**src/rtl/reg_arb_pkg.sv**
```systemverilog
// Shared types and the round-robin search used by the register write arbiter.
package reg_arb_pkg;

  // Arbiter control states: waiting to pick a requester, or serving one.
  typedef enum logic {
    IDLE  = 1'b0,
    GRANT = 1'b1
  } state_e;

  // Upper bound on requesters; the search works on vectors of this width.
  localparam int unsigned MAX_REQ   = 16;
  localparam int unsigned MAX_IDX_W = 4;

  typedef struct packed {
    logic                 found;
    logic [MAX_IDX_W-1:0] idx;
  } rr_pick_t;

  // First set bit of req at or after ptr, wrapping modulo num.
  function automatic rr_pick_t rr_first(
    input logic [MAX_REQ-1:0]   req,
    input logic [MAX_IDX_W-1:0] ptr,
    input int unsigned          num
  );
    rr_pick_t    res;
    int unsigned j;
    res = '0;
    for (int unsigned k = 0; k < MAX_REQ; k++) begin
      j = 32'(ptr) + k;
      if (j >= num) begin
        j = j - num;
      end
      if ((k < num) && !res.found && req[j[MAX_IDX_W-1:0]]) begin
        res.found = 1'b1;
        res.idx   = j[MAX_IDX_W-1:0];
      end
    end
    return res;
  endfunction

endpackage

```
**src/rtl/RegisterFDRE.sv**
```systemverilog
// Load-enable register with asynchronous active-low clear.
module RegisterFDRE #(
  parameter int unsigned SIZE = 32
) (
  input  logic            clk,
  input  logic            resetn,
  input  logic            enable,
  input  logic [SIZE-1:0] d,
  output logic [SIZE-1:0] q
);

  // Capture d when enabled; clear immediately on reset.
  always_ff @(posedge clk or negedge resetn) begin
    if (!resetn) begin
      q <= '0;
    end else if (enable) begin
      q <= d;
    end
  end

endmodule

```
**src/rtl/rr_picker.sv**
```systemverilog
// Combinational round-robin selector: request vector and pointer in,
// winning index and a found flag out.
module rr_picker
  import reg_arb_pkg::*;
#(
  parameter int unsigned NUM_REQ = 4,
  localparam int unsigned IDX_W  = $clog2(NUM_REQ)
) (
  input  logic [NUM_REQ-1:0] req_i,
  input  logic [IDX_W-1:0]   ptr_i,
  output logic               found_o,
  output logic [IDX_W-1:0]   idx_o
);

  logic [MAX_REQ-1:0] req_ext;
  rr_pick_t           pick;

  // Zero-extend the request vector to the search width.
  for (genvar gi = 0; gi < MAX_REQ; gi++) begin : g_ext
    if (gi < NUM_REQ) begin : g_used
      assign req_ext[gi] = req_i[gi];
    end else begin : g_pad
      assign req_ext[gi] = 1'b0;
    end
  end

  assign pick    = rr_first(req_ext, MAX_IDX_W'(ptr_i), NUM_REQ);
  assign found_o = pick.found;
  assign idx_o   = pick.idx[IDX_W-1:0];

endmodule

```
**src/rtl/reg_write_arbiter.sv**
```systemverilog
// Round-robin arbiter sharing one load-enable register among NUM_REQ
// burst requesters. Accepted words reach the register outputs one cycle
// after acceptance; a grant ends on last or after MAX_BEATS words.
module reg_write_arbiter
  import reg_arb_pkg::*;
#(
  parameter int unsigned NUM_REQ   = 4,
  parameter int unsigned SIZE      = 32,
  parameter int unsigned MAX_BEATS = 16,
  localparam int unsigned IDX_W    = $clog2(NUM_REQ),
  localparam int unsigned CNT_W    = $clog2(MAX_BEATS + 1)
) (
  input  logic                    clk,
  input  logic                    resetn,
  input  logic [NUM_REQ-1:0]      req_valid,
  input  logic [NUM_REQ-1:0]      req_last,
  input  logic [NUM_REQ*SIZE-1:0] req_data,
  output logic [NUM_REQ-1:0]      req_ready,
  output logic                    reg_enable,
  output logic [SIZE-1:0]         reg_d,
  output logic [IDX_W-1:0]        reg_owner,
  output logic                    busy,
  output logic                    done,
  output logic                    truncated
);

  state_e           state_q;
  logic [IDX_W-1:0] owner_q;
  logic [IDX_W-1:0] rr_ptr_q;
  logic [CNT_W-1:0] beat_cnt_q;
  logic             enable_q;
  logic             done_q;
  logic             trunc_q;

  logic [SIZE-1:0]       data_arr [NUM_REQ];
  logic                  pick_found;
  logic [IDX_W-1:0]      pick_idx;
  logic                  accept;
  logic                  hit_last;
  logic                  hit_max;
  logic                  release_grant;
  logic [IDX_W-1:0]      next_ptr;
  logic [IDX_W+SIZE-1:0] out_d;
  logic [IDX_W+SIZE-1:0] out_q;

  // Unpack the flat data bus and build the ready vector from state and
  // owner only, so ready never depends on the requester's valid.
  for (genvar gi = 0; gi < NUM_REQ; gi++) begin : g_req
    assign data_arr[gi]  = req_data[gi*SIZE +: SIZE];
    assign req_ready[gi] = (state_q == GRANT) && (owner_q == IDX_W'(gi));
  end

  rr_picker #(
    .NUM_REQ (NUM_REQ)
  ) u_picker (
    .req_i   (req_valid),
    .ptr_i   (rr_ptr_q),
    .found_o (pick_found),
    .idx_o   (pick_idx)
  );

  assign accept        = (state_q == GRANT) && req_valid[owner_q];
  assign hit_last      = req_last[owner_q];
  assign hit_max       = (beat_cnt_q == CNT_W'(MAX_BEATS - 1));
  assign release_grant = accept && (hit_last || hit_max);
  assign next_ptr      = (owner_q == IDX_W'(NUM_REQ - 1)) ? '0 : owner_q + 1'b1;

  // Arbitration FSM with registered enable/done/truncated pulses.
  always_ff @(posedge clk or negedge resetn) begin
    if (!resetn) begin
      state_q    <= IDLE;
      owner_q    <= '0;
      rr_ptr_q   <= '0;
      beat_cnt_q <= '0;
      enable_q   <= 1'b0;
      done_q     <= 1'b0;
      trunc_q    <= 1'b0;
    end else begin
      enable_q <= accept;
      done_q   <= release_grant;
      trunc_q  <= release_grant && !hit_last;
      case (state_q)
        IDLE: begin
          if (pick_found) begin
            owner_q    <= pick_idx;
            beat_cnt_q <= '0;
            state_q    <= GRANT;
          end
        end
        GRANT: begin
          if (accept) begin
            // Count reaches at most MAX_BEATS, which fits CNT_W.
            beat_cnt_q <= beat_cnt_q + 1'b1;
            if (release_grant) begin
              state_q  <= IDLE;
              rr_ptr_q <= next_ptr;
            end
          end
        end
        default: state_q <= IDLE;
      endcase
    end
  end

  // Output stage: owner and data captured together on each accepted beat.
  assign out_d = {owner_q, data_arr[owner_q]};

  RegisterFDRE #(
    .SIZE (IDX_W + SIZE)
  ) u_out_reg (
    .clk    (clk),
    .resetn (resetn),
    .enable (accept),
    .d      (out_d),
    .q      (out_q)
  );

  assign reg_d      = out_q[SIZE-1:0];
  assign reg_owner  = out_q[IDX_W+SIZE-1:SIZE];
  assign reg_enable = enable_q;
  assign busy       = (state_q == GRANT);
  assign done       = done_q;
  assign truncated  = trunc_q;

endmodule

```
**config.mk**
```make
export PLATFORM = sky130hd
export DESIGN_NAME = reg_write_arbiter
export DESIGN_NICKNAME = d
export VERILOG_FILES = /design/src/rtl/reg_arb_pkg.sv /design/src/rtl/RegisterFDRE.sv /design/src/rtl/rr_picker.sv /design/src/rtl/reg_write_arbiter.sv
export SDC_FILE = /design/constraint.sdc
export NUM_CORES = 1
export LEC_CHECK = 0
export ABC_CLOCK_PERIOD_IN_PS = 2400
export CAP_MARGIN = 20
export CORE_MARGIN = 3
export CORE_UTILIZATION = 35
export DETAILED_ROUTE_END_ITERATION = 12
export PLACE_DENSITY = 0.88
export SYNTH_ARGS = -nofsm -noshare
export SYNTH_HDL_FRONTEND = slang
export SYNTH_HIERARCHICAL = 1
export SYNTH_SLANG_ARGS = --single-unit
```
**constraint.sdc**
```tcl
create_clock -name clk -period 2.4 [get_ports clk]
set_input_delay 0.24 -clock clk [delete_from_list [all_inputs] [get_ports clk]]
set_output_delay 0.24 -clock clk [all_outputs]
set_load 0.02 [all_outputs]
```
==> metrics <==
status finished clean; Clock power frac 7.8%; core area 8848 um^2; number of synthesized flops with an enable pin 0; CTS Sinks 47; Logic pwr share 66.9%; Worst-Skew Late Latency 0.30 ns; WS Path Type register to register; count of different cell masters after synthesis 42; hpwl dp 7.947 mm; total of max-cap violations 0; Cell Chain, Critical Path inv_1 -> ha_4 -> mux4_2 -> nand2_1 -> nand3b_1 -> or3b_2 -> o211ai_1; Setup TNS 0 ns; Final Slew Violations 0; post-CTS setup buffers 0; Primary FF master, synth dfrtp_1; Worst VDD drop 0.5630 mV; Placed Area 5137 um^2; port bufs 179; first-pass iteration count of the detailed router 4; Tcrit/Tclk final 91.73%; fill count 716; Worst Path Max Fanout 5; P_leak 2.125 nW; Stages on worst setup path 7; CP endpoint kind register; Final Wtd Congestion 0.8593; cell taking the most area after synthesis dfrtp_1; critical path data arrival time 2.41 ns; Routed Antenna Nets 0; internal power 3.707 mW; cell area after synthesis 3232 um^2; Area contributors post-synth dfrtp_1, mux4_2, mux2_4, ha_1, mux2_2; number of synthesized register bits 47; relative slew slack 61.35%; slowest cell on the critical path mux4_2; Overall Power 5.977 mW; first-pass GRT wire length 14.37 mm; Largest stage delay, worst path 0.50 ns; Crit path required time 2.61 ns; initial antenna violation count 0; clock transition at the registers of the reported paths 0.09 ns; P_sw 2.271 mW; CTS root buffer clkbuf_8; Worst-Margin Slew 0.5797 ns; Die X 102.1 um; die area 10,420 um^2; Post-Layout Inst Area 5243 um^2; Post-synth ARST share 100.0%; Final nets 550; Top delay family on crit path simple AND/OR/NAND/NOR gates; synthesized net count 367; Vias/cell 5.194; Seq pwr share 25.3%; Syn Inst Count 219; die height 102.1 um; largest net degree at the start of global routing 36; post-synth top area share 36.39%; initial drt markers 52; Max Buffers Root-to-Sink 2; sequential share of the synthesized area 36.39%; final hold viol count 0; Antenna Cells 0; vias in the first global route 2,763; htree depth 2; Total Routing Usage GR 17.87%; Starting Density 36.52%; I/O pin cnt 180; Syn Area/Cell 14.76 um^2; post-detailed-route wirelength per cell 19.13 um; Switching Fraction 37.99%; crit path launch type register; Syn. warnings 6; CTS Buf Count 5; PD cells 1140 nW/um^2; Max Freq 0.4542 GHz; total number of vias 2,649; Buf/Inv on CP 1; Final Routed Wirelength 9.755 mm; worst hold path type primary input to asynchronous set/reset pin; Layout Area Growth over Synthesis 62.21%; RSZ-0062 raised after global routing false; final period demand of the worst path 2.202 ns; Worst Skew 0.01271 ns; r2r worst-path depth 7; drt drc 0; Rows 34; fraction of layout cells with a size suffix above 1 25.37%; CTS tree yes; gr ovfl total 0; final number of setup-violating endpoints 0
[Yosys cell counts, drive strengths merged, types with 3 or more instances]
cell     n
inv      8
o21ai    6
a21boi   3
buf     12
and2     4
clkbuf   5
nand2   12
nor2     3
nand3    3
mux4    37
a21oi    4
o22ai    3
dfrtp   47
mux2    38
nand2b   4
ha      10
[worst paths after layout]
kind                                startpoint              to  slack (ns)
worst min register to register  u_out_reg/q[1]  u_out_reg/q[1]        0.52
min in group clk                u_out_reg/q[1]  u_out_reg/q[1]        0.52
worst min-delay path                    resetn  u_out_reg/q[6]        0.42
worst max-delay path               rr_ptr_q[0]   beat_cnt_q[1]        0.20
worst max register to register     rr_ptr_q[0]   beat_cnt_q[1]        0.20
max in group asynchronous               resetn      owner_q[0]        1.21
[cells by family after synthesis]
group                    Yosys count  share of synthesized area (%)
AO/OA/AOI/OAI                     24                          5.187
XOR/XNOR                           1                         0.2711
adder cells (fa/ha/maj)           10                          3.871
buffers and inverters             25                          5.304
flip-flops                        47                          36.39
multiplexers                      75                          42.63
AND/OR/NAND/NOR                   37                          6.349
[state kept, by name, indices dropped and copies added (netlist names)]
| register | count |
|---|---|
| beat_cnt_q | 5 |
| busy | 1 |
| done | 1 |
| owner_q | 2 |
| reg_enable | 1 |
| rr_ptr_q | 2 |
| truncated | 1 |
| u_out_reg/q | 34 |
[layer usage]
metal  GRT usage [%]  share of wire [%]
met4           4.440                1.6
met1           20.59                 37
met5               0                  0
met2           32.63                 52
met3           5.051                8.7
[stage by stage]
| stage | utilization, % | setup WS, ns | instances | hold WS [ns] |
|---|---|---|---|---|
| 2_1_floorplan | - | 0.01530 | 219 | -0.05559 |
| 3_3_place_gp | 58.06 | 0.1660 | 502 | 0.2019 |
| 3_5_place_dp | 58.06 | 0.06582 | 502 | 0.2074 |
| 4_1_cts | 59.11 | 0.09879 | 510 | 0.4206 |
| 5_1_grt | 59.25 | 0.06709 | 510 | 0.4406 |
| 6_report | 59.25 | 0.1984 | 510 | 0.4190 |
[layout make-up]
| type | count | area, um^2 | area share, % |
|---|---|---|---|
| well taps | 108 | 135.1 | 2.578 |
| inverters | 8 | 30.03 | 0.5728 |
| multi-input cells | 147 | 1897 | 36.18 |
| repair buffers | 193 | 1919 | 36.61 |
| clock buffers | 5 | 68.82 | 1.313 |
| flip-flops and latches | 47 | 1179 | 22.48 |
| clock inverters | 2 | 13.76 | 0.2625 |
[what timing repair did]
| item | 4_1_cts | 5_1_grt |
|---|---|---|
| hold buffers | 1 | 0 |
| endpoints found under the setup margin | 0 | 1 |
| endpoints found under the hold margin | 19 | 0 |
| gates resized for setup | 0 | 2 |
[cell usage in the layout, fill, tap and decap left out, types with 4 or more instances in the layout]
cell,instances
and2_1,4
buf_4,11
clkbuf_8,5
clkdlybuf4s50_1,178
dfrtp_1,45
ha_1,9
inv_1,7
mux2_2,7
mux2_4,30
mux4_2,36
nand2_1,12
nand2b_1,4
o21ai_0,5
[power by group through the flow]
| stage | Clock [mW] | Combinational (mW) | Sequential, mW |
|---|---|---|---|
| global route | 0.524 | 4.24 | 1.58 |
| global placement | 0 | 3.90 | 1.52 |
| floorplan | 0 | 2.36 | 1.82 |
| detailed placement | 0 | 3.99 | 1.54 |
| finish | 0.465 | 4.00 | 1.51 |
| CTS | 0.489 | 4.01 | 1.52 |
Power figures use the tool's default switching activity.
